--- config.mk ---
export PLATFORM = sky130hd
export DESIGN_NAME = del_fuse
export DESIGN_NICKNAME = d
export VERILOG_FILES = /design/src/rtl/del_fuse.sv
export SDC_FILE = /design/constraint.sdc
export NUM_CORES = 2
export LEC_CHECK = 0
export ABC_AREA = 1
export CORE_AREA = 2 2 350 352
export CTS_BUF_LIST = sky130_fd_sc_hd__clkbuf_16
export DETAILED_ROUTE_END_ITERATION = 8
export DIE_AREA = 0 0 352 354
export GPL_TIMING_DRIVEN = 0
export PLACE_DENSITY_LB_ADDON = 0.08
export SLEW_MARGIN = 20
export SYNTH_ARGS = -nofsm -noshare
export SYNTH_HDL_FRONTEND = slang
export SYNTH_SLANG_ARGS = --single-unit
--- constraint.sdc ---
create_clock -name clk -period 2.2 [get_ports clk]
set_clock_uncertainty 0.05 [all_clocks]
set_input_delay 0.44 -clock clk [delete_from_list [all_inputs] [get_ports clk]]
set_output_delay 0.44 -clock clk [all_outputs]
set_load 0.05 [all_outputs]
--- src/rtl/del_fuse.sv ---
// del_fuse: selects old or new pixels per the HSSIM del word, with a stall-aware delay line aligning pixel beats to del.
// Optional frame statistics output frame_new_cnt is built only when DEL_FUSE_STATS_EN is defined.
module del_fuse #(
    parameter int PIXELS_PER_BEAT = 16,
    parameter int IMAGE_DIM       = 512,
    parameter int DEL_LATENCY     = 8
) (
    input  logic                         clk,
    input  logic                         aresetn,
    input  logic                         stall,
    input  logic                         in_valid,
    input  logic [8*PIXELS_PER_BEAT-1:0] old_pix,
    input  logic [8*PIXELS_PER_BEAT-1:0] new_pix,
    input  logic [8*PIXELS_PER_BEAT-1:0] del,
    output logic [8*PIXELS_PER_BEAT-1:0] out_data,
    output logic                         out_valid,
    output logic                         out_last
`ifdef DEL_FUSE_STATS_EN
    ,
    output logic [$clog2(IMAGE_DIM*IMAGE_DIM+1)-1:0] frame_new_cnt
`endif
);

    localparam int W   = 8 * PIXELS_PER_BEAT;
    localparam int BPF = IMAGE_DIM * IMAGE_DIM / PIXELS_PER_BEAT;
    localparam int CW  = (BPF > 1) ? $clog2(BPF) : 1;
    localparam logic [CW-1:0] LAST_BEAT = CW'(BPF - 1);
    localparam logic [W-1:0]  SEL_MASK  = {PIXELS_PER_BEAT{8'h80}};

    logic [DEL_LATENCY-1:0] valid_pipe_r;
    logic [W-1:0]           old_pipe_r [DEL_LATENCY];
    logic [W-1:0]           new_pipe_r [DEL_LATENCY];
    logic [CW-1:0]          beat_cnt_r;
    logic                   tail_valid_s;
    logic                   is_last_s;
    logic [W-1:0]           fused_s;
    logic                   unused_del_s;

    function automatic logic [W-1:0] fuse_beat(input logic [W-1:0] o,
                                               input logic [W-1:0] n,
                                               input logic [W-1:0] d);
        logic [W-1:0] r;
        r = '0;
        for (int j = 0; j < PIXELS_PER_BEAT; j++) begin
            r[j*8 +: 8] = d[j*8+7] ? n[j*8 +: 8] : o[j*8 +: 8];
        end
        return r;
    endfunction

    // Valid bits of the delay line are reset so that flushed beats never emit.
    always_ff @(posedge clk or negedge aresetn) begin
        if (!aresetn) begin
            valid_pipe_r <= '0;
        end else if (!stall) begin
            valid_pipe_r[0] <= in_valid;
            for (int i = 1; i < DEL_LATENCY; i++) begin
                valid_pipe_r[i] <= valid_pipe_r[i-1];
            end
        end
    end

    // Pixel payload of the delay line; its contents are only meaningful under the valid bits.
    always_ff @(posedge clk) begin
        if (!stall) begin
            old_pipe_r[0] <= old_pix;
            new_pipe_r[0] <= new_pix;
            for (int i = 1; i < DEL_LATENCY; i++) begin
                old_pipe_r[i] <= old_pipe_r[i-1];
                new_pipe_r[i] <= new_pipe_r[i-1];
            end
        end
    end

    // Tail of the delay line meets del for the same beat in this cycle.
    always_comb begin
        tail_valid_s = valid_pipe_r[DEL_LATENCY-1];
        is_last_s    = (beat_cnt_r == LAST_BEAT);
        fused_s      = fuse_beat(old_pipe_r[DEL_LATENCY-1], new_pipe_r[DEL_LATENCY-1], del);
        unused_del_s = ^(del & ~SEL_MASK);
    end

    // Registered fused output and frame beat counter.
    always_ff @(posedge clk or negedge aresetn) begin
        if (!aresetn) begin
            out_data   <= '0;
            out_valid  <= 1'b0;
            out_last   <= 1'b0;
            beat_cnt_r <= '0;
        end else if (stall) begin
            out_valid <= 1'b0;
        end else begin
            out_valid <= tail_valid_s;
            if (tail_valid_s) begin
                out_data   <= fused_s;
                out_last   <= is_last_s;
                beat_cnt_r <= is_last_s ? '0 : beat_cnt_r + CW'(1);
            end else begin
                out_last <= 1'b0;
            end
        end
    end

`ifdef DEL_FUSE_STATS_EN
    localparam int NW  = $clog2(IMAGE_DIM * IMAGE_DIM + 1);
    localparam int PCW = $clog2(PIXELS_PER_BEAT + 1);

    logic [NW-1:0] running_r;
    logic [NW-1:0] beat_new_s;

    function automatic logic [PCW-1:0] count_new(input logic [W-1:0] d);
        logic [PCW-1:0] c;
        c = '0;
        for (int j = 0; j < PIXELS_PER_BEAT; j++) begin
            c = c + PCW'(d[j*8+7]);
        end
        return c;
    endfunction

    // Number of new pixels chosen in the beat currently at the tail.
    always_comb begin
        beat_new_s = NW'(count_new(del));
    end

    // Running per-frame new-pixel count, published on the last beat.
    always_ff @(posedge clk or negedge aresetn) begin
        if (!aresetn) begin
            running_r     <= '0;
            frame_new_cnt <= '0;
        end else if (!stall && tail_valid_s) begin
            if (is_last_s) begin
                frame_new_cnt <= running_r + beat_new_s;
                running_r     <= '0;
            end else begin
                running_r <= running_r + beat_new_s;
            end
        end
    end
`endif

endmodule

Yosys cells after proc, flatten, opt, wreduce, memory -nomap -nowiden
Memories as Yosys holds them, arrays and structs flattened.
Cells that the tools add are included.

operators by class
  $add $sub $neg = 1
  eq/ne operators = 1
  mux-type cells = 20
  bitwise logic cells = 1
  reduce and logical (&&, ||, !) cells = 1

operators by type and width
  cell                   number
  $mux 8                 16
  $add 14x1->14 const B  1
  $eq 14x14->1 const B   1
  $mux 14                1
  $mux 1                 3
  $reduce_and 2->1       1
  $not 1->1              1

word-level totals
  bits in registers = 152
  memory bits (writable) = 2048
  bits of input ports = 388
  logic and storage cells = 31
  memories = 2

memories
  memory      depth  bits a word  rd ports  clocked after Yosys merged registers in  write ports  line  source
  new_pipe_r  8      128          8         0                                        8            32    logic [W-1:0] new_pipe_r [DEL_LATENCY];
  old_pipe_r  8      128          8         0                                        8            31    logic [W-1:0] old_pipe_r [DEL_LATENCY];

Longest topological paths before layout
  word-level depth = 2
  mapped depth = 8
  mapped depth without buffers = 8

Worst setup path after synthesis
No wires, ideal clock.

  path kind = in2reg
  start point = input stall
  end point = register valid_pipe_r[6]
  library setup time = 0.714 ns
  arrival = 14.471 ns
  data required time = 1.436 ns
  setup slack = -13.035 ns
  stages on the path = 2
  buffers on the path = 0
  path through = inv_4 o21ai_0

RTL lines
  what                            line  source
  start: declaration              10    input logic stall,
  end signal: indexed assignment  57    valid_pipe_r[i] <= valid_pipe_r[i-1];
  end: declaration                30    logic [DEL_LATENCY-1:0] valid_pipe_r;

No word-level cell between the ends.

Worst setup path after layout
  start point = register out_data[46]
  end point = output out_data[46]

RTL lines
  what                      line  source
  start: declaration        15    output logic [8*PIXELS_PER_BEAT-1:0] out_data,
  start signal: assignment  94    out_data <= fused_s;

No word-level cell between the ends.

==> key figures <==
Run status
  – Outcome: completed

Final layout
  – Register Area: approximately 0.065 mm2
  – Commonest non-fill, non-tap cells in the layout: 2,048 x edfxtp_1, 273 x clkdlybuf4s50_1, 211 x clkbuf_16
  – Fillers: between 7,000 and 8,000
  – Area occupied by multi-input gates: 0.00273 mm2
  – Layout cell share with drive strength beyond 1: 0.131
  – Most common cell after layout, fill and taps aside: edfxtp_1
  – Nets: slightly below 4,000
  – Area Growth Syn to Fin: 20.1%
  – Post-layout instance area: 0.0821 mm2
  – Post-layout util: 0.679

Placement
  – RePlAce Congestion: ~0.8
  – IO buf count: 405
  – DPL Wire Length: 56.2 mm
  – Pre-CTS WS: -1.69 ns
  – Placed inst area: between 0.07 and 0.08 mm2

Timing
  – Endpoints failing setup: 0
  – Final worst slack: 0.0978 ns
  – Tcrit/Tclk final: 0.956
  – Total negative slack: 0 ns
  – Final Hold Viols: 0
  – Max_slew headroom: 0.243
  – Unrepaired setup endpoints after global routing: no
  – Fmax: 476 MHz
  – Max Transition Viols Final: 0
  – Min Tclk post-route: 2.10 ns
  – Worst slew pin tran: 1.14 ns

Route
  – Avg WL per Cell: roughly 18 um
  – Residual DRC count: 0
  – Via density: 4.90
  – Routed wire length: 95.7 mm
  – Iteration count of the initial detailed-routing pass: 5
  – ANT nets after route: 0
  – DR iter-0 viols: 2,247
  – Via Count: 26,000

Synthesis
  – Post-synthesis xor/xnor area fraction: 0.000769
  – Distinct cells, synth: 28
  – Seq/Total Area, Yosys: 0.956
  – Multiplexer share of the synthesized area: 0
  – Synth Area in Compound Gates: 0.0193
  – Mapped Area: 0.0683 mm2
  – Adder-Cell Fraction of Synth Area: 0.000183
  – Count of warnings emitted by yosys: 0
  – Post-synthesis net count: about 3,300
  – Synthesized flop and latch total: 2,200
  – Post-Synth Simple-Gate Area: 0.0196
  – Synth Instances: 2,862
  – Largest family of logic cells by synthesized area: simple AND/OR/NAND/NOR gates
  – Synth Area per Inst: approximately 24 um2

Critical path
  – Worst stage delay on the critical path: about 0.45 ns
  – Worst R2R Path Depth: 5
  – CP endpoint kind: output pin
  – Slowest cell on the critical path: clkdlybuf4s15_2
  – Critical path arrival: 1.61 ns
  – CP startpoint kind: register
  – WP buf/inv: 1
  – RR Startpoint: valid_pipe_r[7]$_DFFE_PN0N_
  – Reg2Reg Setup Slack: 0.46 ns
  – Top delay family on crit path: buffers and inverters
  – CP cell instances: clkdlybuf4s15_2
  – WP data required: 1.71 ns
  – RR Endpoint: out_data[48]$_DFFE_PN0P_
  – Worst-path fanout max: 2
  – Setup Crit Path Kind: register to output pin

Run
  – Max Cap Violations: 0

Clocking
  – TritonCTS clock tree: yes
  – Clk slew on worst S/H paths: 0.06 ns
  – CTS sink cnt: 2,200
  – CTS Buf Count: 207
  – Max Root-Sink Buffers: 3
  – Clock Latency Late Sink: 0.80 ns
  – Clk root buf: clkbuf_16
  – Htree depth: 4

Global routing
  – Total track usage: 0.155
  – Initial antenna violation count: 20
  – Largest net degree at the start of global routing: roughly 220
  – Vias in the first global route: 26,000
  – Total grt overflow: 0
  – Global-route wire length before repair: approximately 150 mm

Power and ir drop
  – Sw frac: 0.236
  – Power Dens Cells: 1160 mW/mm2
  – Total power: between 0.09 and 0.1 W
  – Leakage: 28.8 nW
  – Internal Pwr Total: 0.0727 W
  – Sequential Power Share: 0.537
  – Clk pwr share: 0.363
  – Logic pwr share: 0.100
  – Max VDD drop: 753 uV
  – Psw: 0.0224 W

Die
  – Total die area: roughly 0.12 mm2
  – Die Ht: 354 um
  – Top Ports: 518
  – Starting Density: 0.565
  – Total core area: about 0.12 mm2
  – Die X-Extent: 352 um
  – # rows: 128

Worst hold path
  – Hold Crit Class: primary input to async pin
layout make-up:
cell class              instances  share of cell area
clock inverters               175              0.0184
inverters                      28             0.00148
diodes                          9            0.000274
flip-flops and latches       2200               0.796
clock buffers                 211              0.0643
multi-input cells             605              0.0332
plain buffers                  29             0.00250
well taps                    1625              0.0248
repair buffers                429              0.0594
worst reg2reg max path, delay by kind of cell (launching register included):
kind / cells / cell delay [ns]
AOI/OAI and AO/OA: 1 / 0.10
and+or+nand+nor: 2 / 0.27
DFF: 1 / 0.43
buffers and inverters: 2 / 0.81
worst max path at each step:
stage | startpoint | depth (start not counted) | end | slack [ns]
global placement | aresetn | 1 | out_data[120]$_DFFE_PN0P_ | -6.45
finish | out_data[46]$_DFFE_PN0P_ | 1 | out_data[46] | 0.1
detailed placement | stall | 5 | old_pipe_r[0][33]$_DFFE_PN_ | -1.69
CTS | out_data[105]$_DFFE_PN0P_ | 1 | out_data[105] | 0.003
floorplan | stall | 6 | beat_cnt_r[11]$_DFFE_PN0P_ | -3.60
global route | out_data[14]$_DFFE_PN0P_ | 1 | out_data[14] | 0.004
Yosys cell counts:
| cell type | number | area share |
|---|---|---|
| edfxtp_1 | 2048 | 0.90 |
| o21ai_0 | 173 | 0.013 |
| nand2_1 | 170 | 0.0093 |
| dfrtp_1 | 152 | 0.056 |
| nor2_1 | 143 | 0.0079 |
| o21ai_1 | 87 | 0.0064 |
| inv_1 | 26 | 0.0014 |
| buf_2 | 17 | 0.0012 |
| buf_6 | 8 | 0.0013 |
| nand3_1 | 8 | 0.00059 |
| nand4_1 | 4 | 0.00037 |
| xor2_1 | 4 | 0.00051 |
| clkbuf_1 | 3 | 0.00016 |
| nor3_1 | 3 | 0.00022 |
| nor2_4 | 2 | 0.00033 |
| xnor2_1 | 2 | 0.00026 |
| a21o_1 | 1 | 0.00011 |
| a21oi_1 | 1 | 0.000073 |
| buf_4 | 1 | 0.00011 |
| ha_1 | 1 | 0.00018 |
| inv_2 | 1 | 0.000055 |
| inv_4 | 1 | 0.000092 |
| nand2_2 | 1 | 0.000092 |
| nand2_4 | 1 | 0.00016 |
| nor2_2 | 1 | 0.000092 |
| nor2_8 | 1 | 0.00029 |
| nor3_4 | 1 | 0.00024 |
| o21bai_1 | 1 | 0.00011 |
sequential cells by signal (all words and copies together) (netlist names):
register      count
valid_pipe_r      8
out_data        128
out_valid         1
old_pipe_r     1024
out_last          1
new_pipe_r     1024
beat_cnt_r       14
per-stage QoR:
stage,cells,hold WS [ns]
final,5311,0.0800
after global routing,5310,0.0487
after CTS,5302,0.0220
after detailed placement,4907,0.306
after global placement,4892,0.350
after floorplan,2862,0.0944
routing by layer:
layer | vias up | part of all wire | track usage
li1 | 12500 | - | -
met2 | 597 | 0.48 | 0.239
met5 | - | 0.0013 | 0
met1 | 12700 | 0.43 | 0.205
met3 | 209 | 0.066 | 0.0537
met4 | 16 | 0.031 | 0.0644
timing repair:
action | in CTS | in global routing
endpoints found under the setup margin | 1185 | 5
pin swaps | 0 | 0
cloned | 9 | 0
hold buffers | 1 | 0
gates resized for setup | 392 | 9
setup buffers | 0 | 0
endpoints found under the hold margin | 96 | 0
kinds of logic (layout without fill, tap and decap cells):
group                      after synthesis  count (layout)
DFF                                   2200            2200
and+or+nand+nor                        335             335
AOI/OAI and AO/OA                      263             263
buffers and inverters                   57             872
xor gates and xnor gates                 6               6
adders and majority gates                1               1
other                                    0               9
power by group through the flow:
stage / combinational, W / sequential [W] / clock [W]
finish: 0.00952 / 0.0510 / 0.0345
global route: 0.0100 / 0.0514 / 0.0372
CTS: 0.00967 / 0.0511 / 0.0355
detailed placement: 0.00990 / 0.0519 / 0
global placement: 0.00968 / 0.0521 / 0
floorplan: 0.00167 / 0.0558 / 0
Note: power is estimated with default switching activity, not from simulation.
==> RTL edit (same flow settings) <==
Add a define of `DEL_FUSE_STATS_EN`.
--- a/src/rtl/del_fuse.sv
+++ b/src/rtl/del_fuse.sv
@@ -1,5 +1,7 @@
 // del_fuse: selects old or new pixels per the HSSIM del word, with a stall-aware delay line aligning pixel beats to del.
 // Optional frame statistics output frame_new_cnt is built only when DEL_FUSE_STATS_EN is defined.
+`define DEL_FUSE_STATS_EN
+
 module del_fuse #(
     parameter int PIXELS_PER_BEAT = 16,
     parameter int IMAGE_DIM       = 512,
New outputs: frame_new_cnt. Check against the original RTL: not settled (the Yosys comparison gave no result); the edit may change what the design does.
==> RTL edit against the original RTL <==
Worst hold slack better by 0.0013 ns. Non-clock buffer count is 72 higher. Setup slack worse by 1.4 ns. Utilization is 2.5 points higher. The flow now finishes with violations (setup timing). Sequential cell count is 38 higher. Final area is 3.7% higher. Power is 2.7% higher. Routed wire length is 11% higher. Critical path type is now primary input to flip-flop. Combinational power is 30% higher. Area after synthesis is 3.6% higher.
==> RTL edit: results <==
outcome:
  status: "finished, violations left"
  failed_checks: "setup timing"
placement:
  gp_congestion: 0.8531
  dp.cells: 5244
  dp_hpwl_um: 63550
  placed_area_um2: 77400
  pre_cts_slack_ns: -3.197
  portBuffers: 413
sta:
  whs_ns: 0.08130
  setup_viol: 38
  fin_ws_ns: -1.328
  setup_tns_ns: -41.48
  tightestPinTransition_ns: 0.9180
cts:
  clkSinkCount: 2238
routing:
  routed_wl_um: 106100
  initialDrtViolationCount: 2396
  vias: 28550
cells_and_area:
  clkCellAreaFrac_pct: 7.638
  nets: 4286
  nNonClkInverters: 67
  stdcell_count: 5686
  buffer_area_share_pct: 6.718
  n_all_buffers: 530
  nFillCells: 7298
  nMultiInputCombCells: 834
  design_area_um2: 85080
  multi_input_area_um2: 4248
  drive_gt1_share_pct: 14.28
critical_path:
  arrival_ns: 4.15
  crit_start: "del[63]"
  path_max_fanout: 9
  regToRegStartpoint: "running_r[0]$_DFFE_PN0P_"
  cpPeakStageDelay_ns: 0.58
  rr_worst_depth: 14
  critPathCaptureType: "flip-flop"
  cp_slowest_cell: "fa_2"
power:
  peakVddDrop_mv: 1.008
  power_frac_comb_pct: 12.7
  leakage_nw: 30.27
  sw_frac_of_total_pct: 25.01
  intPower_mw: 73.23
synth:
  yosysSeqAreaShare_pct: 93.62
  async_flop_share_pct: 8.490
  syn_nets: 3600
  synth_common_cells: "edfxtp_1 (2048), nand2_1 (296), a21oi_1 (261)"
  ys_top_cells_by_area: "edfxtp_1 (87%), dfrtp_1 (6.7%), a21oi_1 (1.8%)"
  avgSynthCellArea_um2: 22.18
global_route:
  grt_pass1_vias: 28900
  antenna_found_initial: 11
  grtUsageTotal_pct: 17.13
[RTL edit: repair_timing]
item                                    4_1_cts  5_1_grt
pin swaps                                    24       24
gates cloned                                  7        2
endpoints found under the hold margin       189        8
endpoints found under the setup margin     1190     1698
gates resized for setup                     540       26
buffers inserted                              4        2
hold buffers                                 35        1
[RTL edit: logic make-up (layout without fill, tap and decap cells)]
kind of cell    Yosys count  count (layout)  synth area share, %
buf+inv                 119             982               0.7337
compound gates          280             280                1.998
flops                  2238            2238                93.62
fa+ha+maj                21              21               0.4986
xor+xnor                 10              10               0.1238
simple gates            523             523                3.029
other cells               0               7                    0
[RTL edit: layer usage]
layer	up-vias	part of all wire, %	wire length, µm	GRT usage, %
li1	13570	-	-	-
met1	14000	42	44650	22.51
met2	729	48	51240	27.26
met3	233	6.0	6318	4.526
met4	6	3.6	3862	7.845
met5	-	0.032	34	0
